### src/rtl/filter_pkg.sv
// filter_pkg -- shared definitions for the filter datapath front end.
//   hb_state_t   : histogram_builder FSM states
//   bin_count    : number of histogram bins for a given pixel width
//   pixel_count  : number of pixels in a W x H image
//   DEF_*        : default image geometry
package filter_pkg;

    typedef enum logic [2:0] {
        IDLE,
        CLEAR,
        SCAN,
        DRAIN,
        PREFIX,
        DONE
    } hb_state_t;

    localparam int DEF_IMAGE_WIDTH  = 320;
    localparam int DEF_IMAGE_HEIGHT = 240;
    localparam int DEF_PIXEL_WIDTH  = 8;

    function automatic int bin_count(input int pw);
        return 1 << pw;
    endfunction

    function automatic int pixel_count(input int w, input int h);
        return w * h;
    endfunction

endpackage

### src/rtl/histogram_prefix_unit.sv
// histogram_prefix_unit -- rewrites the histogram RAM in place as a CDF.
// Reads bin k in pipeline cycle k and writes the running sum for bin k-1
// in the same cycle (bins differ, so the read-first RAM never conflicts).
// Ports:
//   clk, rst      clock, async active-low reset
//   clear         clears cdf_min (new run accepted)
//   active        high while the FSM is in PREFIX
//   rdata         histogram RAM read data (1-cycle latency)
//   raddr/waddr/wdata/we  histogram RAM port drive
//   last          final write cycle of the pass
//   cdf_min       first non-zero running sum of the pass
module histogram_prefix_unit #(
    parameter int AW = 8,
    parameter int DW = 17
) (
    input  logic          clk,
    input  logic          rst,
    input  logic          clear,
    input  logic          active,
    input  logic [DW-1:0] rdata,
    output logic [AW-1:0] raddr,
    output logic [AW-1:0] waddr,
    output logic [DW-1:0] wdata,
    output logic          we,
    output logic          last,
    output logic [DW-1:0] cdf_min
);

    // cnt runs 0..2^AW: 2^AW reads followed by one trailing write.
    logic [AW:0]   cnt;
    logic [AW:0]   cnt_m1;
    logic [DW-1:0] acc;
    logic [DW-1:0] acc_nxt;

    assign cnt_m1  = cnt - (AW+1)'(1);
    assign acc_nxt = acc + rdata;
    assign raddr   = cnt[AW-1:0];
    assign we      = active && (cnt != '0);
    assign waddr   = cnt_m1[AW-1:0];
    assign wdata   = we ? acc_nxt : '0;
    assign last    = active && cnt[AW];

    always_ff @(posedge clk or negedge rst) begin
        if (!rst) begin
            cnt     <= '0;
            acc     <= '0;
            cdf_min <= '0;
        end else begin
            if (active) begin
                cnt <= cnt + (AW+1)'(1);
                if (we) acc <= acc_nxt;
            end else begin
                cnt <= '0;
                acc <= '0;
            end
            // Once latched, cdf_min is non-zero and never re-latches.
            if (clear)
                cdf_min <= '0;
            else if (we && cdf_min == '0 && acc_nxt != '0)
                cdf_min <= acc_nxt;
        end
    end

endmodule

### src/rtl/histogram_builder.sv
// histogram_builder -- scans the image RAM, builds the per-intensity
// histogram in the histogram RAM and, with HISTOGRAM_BUILDER_CDF_EN defined,
// rewrites it in place as the CDF and reports cdf_min. Without the macro the
// PREFIX pass is skipped, the RAM keeps raw counts and cdf_min is 0.
// Ports:
//   clk, rst                     clock, async active-low reset
//   start                        run request (sampled in IDLE only)
//   is_image_RAM_available       image RAM may be read this cycle
//   image_RAM_data/CE/address    image RAM read port (1-cycle latency)
//   histogram_RAM_raddr/rdata    histogram RAM read port (read-first)
//   histogram_RAM_waddr/wdata/WE histogram RAM write port
//   busy, done, cdf_min          status / result
module histogram_builder
    import filter_pkg::*;
#(
    parameter int IMAGE_WIDTH                 = DEF_IMAGE_WIDTH,
    parameter int IMAGE_HEIGHT                = DEF_IMAGE_HEIGHT,
    parameter int PIXEL_WIDTH                 = DEF_PIXEL_WIDTH,
    parameter int HISTOGRAM_RAM_ADDRESS_WIDTH = PIXEL_WIDTH,
    parameter int HISTOGRAM_RAM_DATA_WIDTH    = $clog2(IMAGE_WIDTH*IMAGE_HEIGHT+1),
    parameter int IMAGE_RAM_ADDRESS_WIDTH     = $clog2(IMAGE_WIDTH*IMAGE_HEIGHT)
) (
    input  logic                                   clk,
    input  logic                                   rst,
    input  logic                                   start,
    input  logic                                   is_image_RAM_available,
    input  logic [PIXEL_WIDTH-1:0]                 image_RAM_data,
    output logic                                   image_RAM_CE,
    output logic [IMAGE_RAM_ADDRESS_WIDTH-1:0]     image_RAM_address,
    output logic [HISTOGRAM_RAM_ADDRESS_WIDTH-1:0] histogram_RAM_raddr,
    input  logic [HISTOGRAM_RAM_DATA_WIDTH-1:0]    histogram_RAM_rdata,
    output logic [HISTOGRAM_RAM_ADDRESS_WIDTH-1:0] histogram_RAM_waddr,
    output logic [HISTOGRAM_RAM_DATA_WIDTH-1:0]    histogram_RAM_wdata,
    output logic                                   histogram_RAM_WE,
    output logic                                   busy,
    output logic                                   done,
    output logic [HISTOGRAM_RAM_DATA_WIDTH-1:0]    cdf_min
);

    localparam int NUM_BINS   = bin_count(PIXEL_WIDTH);
    localparam int NUM_PIXELS = pixel_count(IMAGE_WIDTH, IMAGE_HEIGHT);
    localparam int AW = HISTOGRAM_RAM_ADDRESS_WIDTH;
    localparam int DW = HISTOGRAM_RAM_DATA_WIDTH;
    localparam int IW = IMAGE_RAM_ADDRESS_WIDTH;

    hb_state_t     state, state_nxt;
    logic [AW-1:0] clr_cnt;
    logic [IW-1:0] addr_cnt;
    logic          drain_phase;
    logic          issue, last_issue;

    // Scan pipeline: S1 = pixel returned, S2 = count returned.
    logic          s1_vld, s2_vld, prev_vld;
    logic [AW-1:0] s2_bin, prev_bin;
    logic [DW-1:0] prev_wdata, scan_wdata;

    assign issue      = (state == SCAN) && is_image_RAM_available;
    assign last_issue = issue && (addr_cnt == IW'(NUM_PIXELS-1));
    assign image_RAM_address = addr_cnt;

    // The read for this S2 pixel was issued in the same cycle the previous
    // pixel wrote its bin; a read-first RAM returns the stale count, so take
    // the value just written instead.
    assign scan_wdata = ((prev_vld && prev_bin == s2_bin) ? prev_wdata
                                                          : histogram_RAM_rdata) + DW'(1);

`ifdef HISTOGRAM_BUILDER_CDF_EN
    logic [AW-1:0] pfx_raddr, pfx_waddr;
    logic [DW-1:0] pfx_wdata;
    logic          pfx_we, pfx_last;

    histogram_prefix_unit #(.AW(AW), .DW(DW)) u_prefix (
        .clk     (clk),
        .rst     (rst),
        .clear   (state == IDLE && start),
        .active  (state == PREFIX),
        .rdata   (histogram_RAM_rdata),
        .raddr   (pfx_raddr),
        .waddr   (pfx_waddr),
        .wdata   (pfx_wdata),
        .we      (pfx_we),
        .last    (pfx_last),
        .cdf_min (cdf_min)
    );
`else
    assign cdf_min = '0;
`endif

    always_ff @(posedge clk or negedge rst) begin
        if (!rst) state <= IDLE;
        else      state <= state_nxt;
    end

    always_comb begin
        state_nxt = state;
        case (state)
            IDLE:   if (start) state_nxt = CLEAR;
            CLEAR:  if (clr_cnt == AW'(NUM_BINS-1)) state_nxt = SCAN;
            SCAN:   if (last_issue) state_nxt = DRAIN;
`ifdef HISTOGRAM_BUILDER_CDF_EN
            DRAIN:  if (drain_phase) state_nxt = PREFIX;
            PREFIX: if (pfx_last) state_nxt = DONE;
`else
            DRAIN:  if (drain_phase) state_nxt = DONE;
            PREFIX: state_nxt = DONE;
`endif
            DONE:   state_nxt = IDLE;
            default: state_nxt = IDLE;
        endcase
    end

    always_ff @(posedge clk or negedge rst) begin
        if (!rst) begin
            clr_cnt     <= '0;
            addr_cnt    <= '0;
            drain_phase <= 1'b0;
            s1_vld      <= 1'b0;
            s2_vld      <= 1'b0;
            s2_bin      <= '0;
            prev_vld    <= 1'b0;
            prev_bin    <= '0;
            prev_wdata  <= '0;
        end else begin
            // clr_cnt wraps to 0 on its last CLEAR cycle.
            if (state == CLEAR) clr_cnt <= clr_cnt + AW'(1);
            if (last_issue)     addr_cnt <= '0;
            else if (issue)     addr_cnt <= addr_cnt + IW'(1);
            if (state == DRAIN) drain_phase <= ~drain_phase;
            s1_vld     <= issue;
            s2_vld     <= s1_vld;
            if (s1_vld) s2_bin <= AW'(image_RAM_data);
            prev_vld   <= s2_vld;
            prev_bin   <= s2_bin;
            prev_wdata <= scan_wdata;
        end
    end

    always_comb begin
        image_RAM_CE        = issue;
        histogram_RAM_raddr = '0;
        histogram_RAM_waddr = '0;
        histogram_RAM_wdata = '0;
        histogram_RAM_WE    = 1'b0;
        busy                = (state != IDLE) && (state != DONE);
        done                = (state == DONE);
        case (state)
            CLEAR: begin
                histogram_RAM_WE    = 1'b1;
                histogram_RAM_waddr = clr_cnt;
            end
            SCAN, DRAIN: begin
                if (s1_vld) histogram_RAM_raddr = AW'(image_RAM_data);
                if (s2_vld) begin
                    histogram_RAM_WE    = 1'b1;
                    histogram_RAM_waddr = s2_bin;
                    histogram_RAM_wdata = scan_wdata;
                end
            end
`ifdef HISTOGRAM_BUILDER_CDF_EN
            PREFIX: begin
                histogram_RAM_raddr = pfx_raddr;
                histogram_RAM_waddr = pfx_waddr;
                histogram_RAM_wdata = pfx_wdata;
                histogram_RAM_WE    = pfx_we;
            end
`endif
            default: ;
        endcase
    end

endmodule

### config.mk
export PLATFORM = sky130hd
export DESIGN_NAME = histogram_builder
export DESIGN_NICKNAME = d
export VERILOG_FILES = /design/src/rtl/filter_pkg.sv /design/src/rtl/histogram_prefix_unit.sv /design/src/rtl/histogram_builder.sv
export SDC_FILE = /design/constraint.sdc
export NUM_CORES = 1
export LEC_CHECK = 0
export ABC_AREA = 0
export CAP_MARGIN = 10
export CORE_MARGIN = 5
export CORE_UTILIZATION = 50
export CTS_BUF_LIST = sky130_fd_sc_hd__clkbuf_2 sky130_fd_sc_hd__clkbuf_4 sky130_fd_sc_hd__clkbuf_8
export CTS_CLUSTER_SIZE = 10
export DETAILED_ROUTE_END_ITERATION = 6
export GPL_TIMING_DRIVEN = 0
export PLACE_DENSITY = 0.83
export SKIP_CTS_REPAIR_TIMING = 1
export SYNTH_ARGS = -nofsm -noshare
export SYNTH_HDL_FRONTEND = slang
export SYNTH_SLANG_ARGS = --single-unit
### constraint.sdc
create_clock -name clk -period 4.65 [get_ports clk]
set_clock_uncertainty 0.05 [all_clocks]
set_input_delay 1.395 -clock clk [delete_from_list [all_inputs] [get_ports clk]]
set_output_delay 1.395 -clock clk [all_outputs]
set_load 0.05 [all_outputs]
==> impl_summary.md <==
Outcome
The run finished with clean final reports.

STA
The final hold violation count came to 0. Hold timing on the final database bottoms out at a slack of 356 ps. Measured against its own limit, the worst slew margin works out to approximately 47%.

Setup violations remaining at the end of the flow were counted as 0. The final clock period utilization by the worst path is between 90% and 100%. The setup TNS is 0 ps.

The maximum clock frequency is around 220 MHz. The minimum clock period after layout is approximately 4600 ps. The measured slew at the worst slew-check pin is approximately 790 ps.

The final number of max-transition violations is 0. Across all setup checks in the final design, the least slack found is about 96 ps.

Synthesis
The share of synthesized area in the top cell type comes to roughly 45%. The mean instance size in the synthesized netlist is about 9.2 µm². The number of distinct library cells after synthesis is 40. Yosys attributes the largest share of cell area to sky130_fd_sc_hd__dfrtp_1 (45%), sky130_fd_sc_hd__xnor2_1 (9.1%), sky130_fd_sc_hd__xor2_1 (4.6%). The top flip-flop cell by instance count after synthesis is sky130_fd_sc_hd__dfrtp_1. The fraction of registers with async set or reset after synthesis is between 90% and 100%. The combined area of all synthesized cells is roughly 3700 µm².

The library cell occupying the most area in the post-synthesis netlist is sky130_fd_sc_hd__dfrtp_1. The synthesized design contains 65 register bits. The yosys synthesis warning count is 0.

Synthesis produced between 300 and 400 cells. The synthesized design contains 0 enable-type register cells. Of the synthesized area, sequential elements account for 44.5%.

Layout
The fraction of layout instances using a drive strength above 1 is between 15 and 20%. The final standard cell area without fillers is approximately 5000 µm². 0 antenna diodes ended up in the layout. The layout has approximately 560 filler cells. Relative to the synthesized area, the layout overhead comes to 37.5%.

For this run, the share of the core covered by cells in the final layout is between 60% and 70%. The number of nets in the layout is around 550.

Floorplanning
From bottom edge to top edge, the die measures around 95 µm. After floorplanning, the core was divided into 31 placement rows. For this design the top-level I/O count stands at 100.

Once the floorplan was initialized, standard cells occupied 50.9% of the core. The core region is approximately 7200 µm². The floorplan step set the die width to around 95 µm. The die covers 9120 µm².

Detailed routing
The count of nets left with antenna violations once routing finished came out at 0. After detailed routing, the number of remaining DRC violations is 0. Detailed routing inserted a total of between 3000 and 4000 vias. The total wire length after detailed routing is about 9400 µm.

The first detailed-routing pass ran for 6 iterations. The average routed wire per standard cell is roughly 15 µm. The count of routing violations after the opening detailed-route iteration is between 150 and 200.

The mean number of vias per cell is about 5.3.

Critical path
The data required time of the critical path is roughly 3200 ps. STA classifies the critical path startpoint as an input port. The classification of the worst setup path is input port to output port.

Along the worst path, the maximum fanout reaches 9. For the worst setup path, the data arrival time is between 3000 and 4000 ps. The worst setup path is captured at an output port.

Placement
At the end of routability-driven placement, the weighted congestion stood at 0.851. The minimum setup slack after placement is -1300 ps. Buffers placed on the I/O ports in this run total between 80 and 90. The HPWL reported at the end of detailed placement is slightly below 7000 µm. The cell area reported after detailed placement is between 4000 and 5000 µm².

Power
The worst-case IR drop observed on VDD is around 0.18 mV. For this design the static power due to leakage is 2.30 nW. The areal power density over the cells is 293 nW/µm².

CTS
The clock insertion delay at the later pin of the skew report is roughly 340 ps. The clock sink count is between 60 and 70. The CTS buffer count is 9. The total number of H-tree levels is 3. The longest clock path from root to sink contains 2 buffers. The buffer cell driving the clock tree root is sky130_fd_sc_hd__clkbuf_8. The CTS clock-pin slew for the worst setup and hold paths is roughly 70 ps.

The clock tree from TritonCTS is done.

Global route
The wire length of the first global-routing pass is ~15000 µm. The via count of the first global-routing pass came to roughly 3200. Entering global routing, the biggest net connects 66 pins.

The total congestion overflow after global routing is 0. The all-layer global routing usage is 21.0%. The number of antenna violations at the first check in global routing is 0.

Hold path
The path class of the tightest hold or removal check is flop to flop.

Run
Max-cap violations in this run came to 0.
==> cells by family after synthesis <==
logic type               share of synthesized area (%)
AO/OA/AOI/OAI                                     9.42
XOR/XNOR                                          13.7
adder cells (fa/ha/maj)                           1.03
buffers and inverters                             6.85
flip-flops                                        44.5
multiplexers                                     0.925
other                                            0.103
AND/OR/NAND/NOR                                   23.5
==> state kept, by name (all words and copies together), names as in the netlist <==
signal and count:
s2_bin 8, prev_bin 8, s2_vld 1, prev_vld 1
image_RAM_address 17, s1_vld 1, prev_wdata 17, drain_phase 1
clr_cnt 8, state 3
==> cells in the final DEF (no fill, tap or decap), types with 10 or more instances in the layout <==
cell type and count:
sky130_fd_sc_hd__a21oi_1 18, sky130_fd_sc_hd__buf_4 27, sky130_fd_sc_hd__clkbuf_1 10, sky130_fd_sc_hd__clkdlybuf4s50_1 52, sky130_fd_sc_hd__conb_1 17, sky130_fd_sc_hd__dfrtp_1 65
sky130_fd_sc_hd__dlymetal6s2s_1 16, sky130_fd_sc_hd__inv_1 14, sky130_fd_sc_hd__nand2_1 42, sky130_fd_sc_hd__nand3_1 15, sky130_fd_sc_hd__nand4_1 18, sky130_fd_sc_hd__nor2_1 40
sky130_fd_sc_hd__o21ai_0 22, sky130_fd_sc_hd__xnor2_1 38, sky130_fd_sc_hd__xor2_1 19
==> power by group <==
group / internal (W) / switching (W)
logic: 0.000135 / 0.000232
registers: 0.000604 / 0.0000425
clock network: 0.000241 / 0.000218
total: 0.000980 / 0.000492
==> layout make-up <==
class / count / area, µm² / share of cell area (%)
buffer: 31 / 198 / 3.94
clock buffer: 9 / 124 / 2.47
clock inverter: 6 / 60.1 / 1.20
inverter: 14 / 52.6 / 1.05
multi-input combinational: 305 / 1950 / 38.9
sequential: 65 / 1630 / 32.4
tap: 99 / 124 / 2.47
timing repair buffer: 89 / 885 / 17.6
==> synthesized netlist by cell type, drive strengths merged, types with 10 or more instances <==
cell,count
o21ai,22
xnor2,38
buf,21
a21oi,18
nor2,43
xor2,19
clkbuf,10
dfrtp,65
nand3,16
nand4,18
a211oi,14
nand2,42
inv,14
==> critical path, stage by stage <==
cell                       delay, ps
sky130_fd_sc_hd__clkbuf_2        140
sky130_fd_sc_hd__mux2_4          190
sky130_fd_sc_hd__ha_4            190
sky130_fd_sc_hd__nand4_1          80
sky130_fd_sc_hd__buf_4           180
sky130_fd_sc_hd__nor3_2          200
sky130_fd_sc_hd__xor2_1          160
sky130_fd_sc_hd__nor2_1          100
sky130_fd_sc_hd__a211oi_4        260
sky130_fd_sc_hd__buf_6           200
==> worst paths after layout <==
check	end	start	cells after the start	slack, ps
max	histogram_RAM_wdata[10]	histogram_RAM_rdata[0]	10	100
min	prev_vld$_DFF_PN0_	s2_vld$_DFF_PN0_	0	360
max reg2reg	prev_wdata[16]$_DFF_PN0_	s2_bin[7]$_DFFE_PN0P_	12	1980
min reg2reg	prev_vld$_DFF_PN0_	s2_vld$_DFF_PN0_	0	360
max in group asynchronous	prev_wdata[11]$_DFF_PN0_	rst	1	2950
min in group asynchronous	clr_cnt[0]$_DFFE_PN0P_	rst	1	1090
==> per-stage QoR <==
stage / power, W / cells
after detailed placement: 0.00102 / 596
after global routing: 0.00154 / 618
final: 0.00147 / 618
after CTS: 0.00148 / 611
after floorplan: 0.000892 / 415
after global placement: 0.00101 / 596
==> routing by layer <==
layer  GRT usage, %  vias up  share of wire (%)
li1               -     1571                  -
met1           26.5     1575                 43
met2           35.2       91                 50
met3           5.21       14                5.1
met4           6.99        0                1.4
met5              0        -                  0
Power figures use the tool's default switching activity.
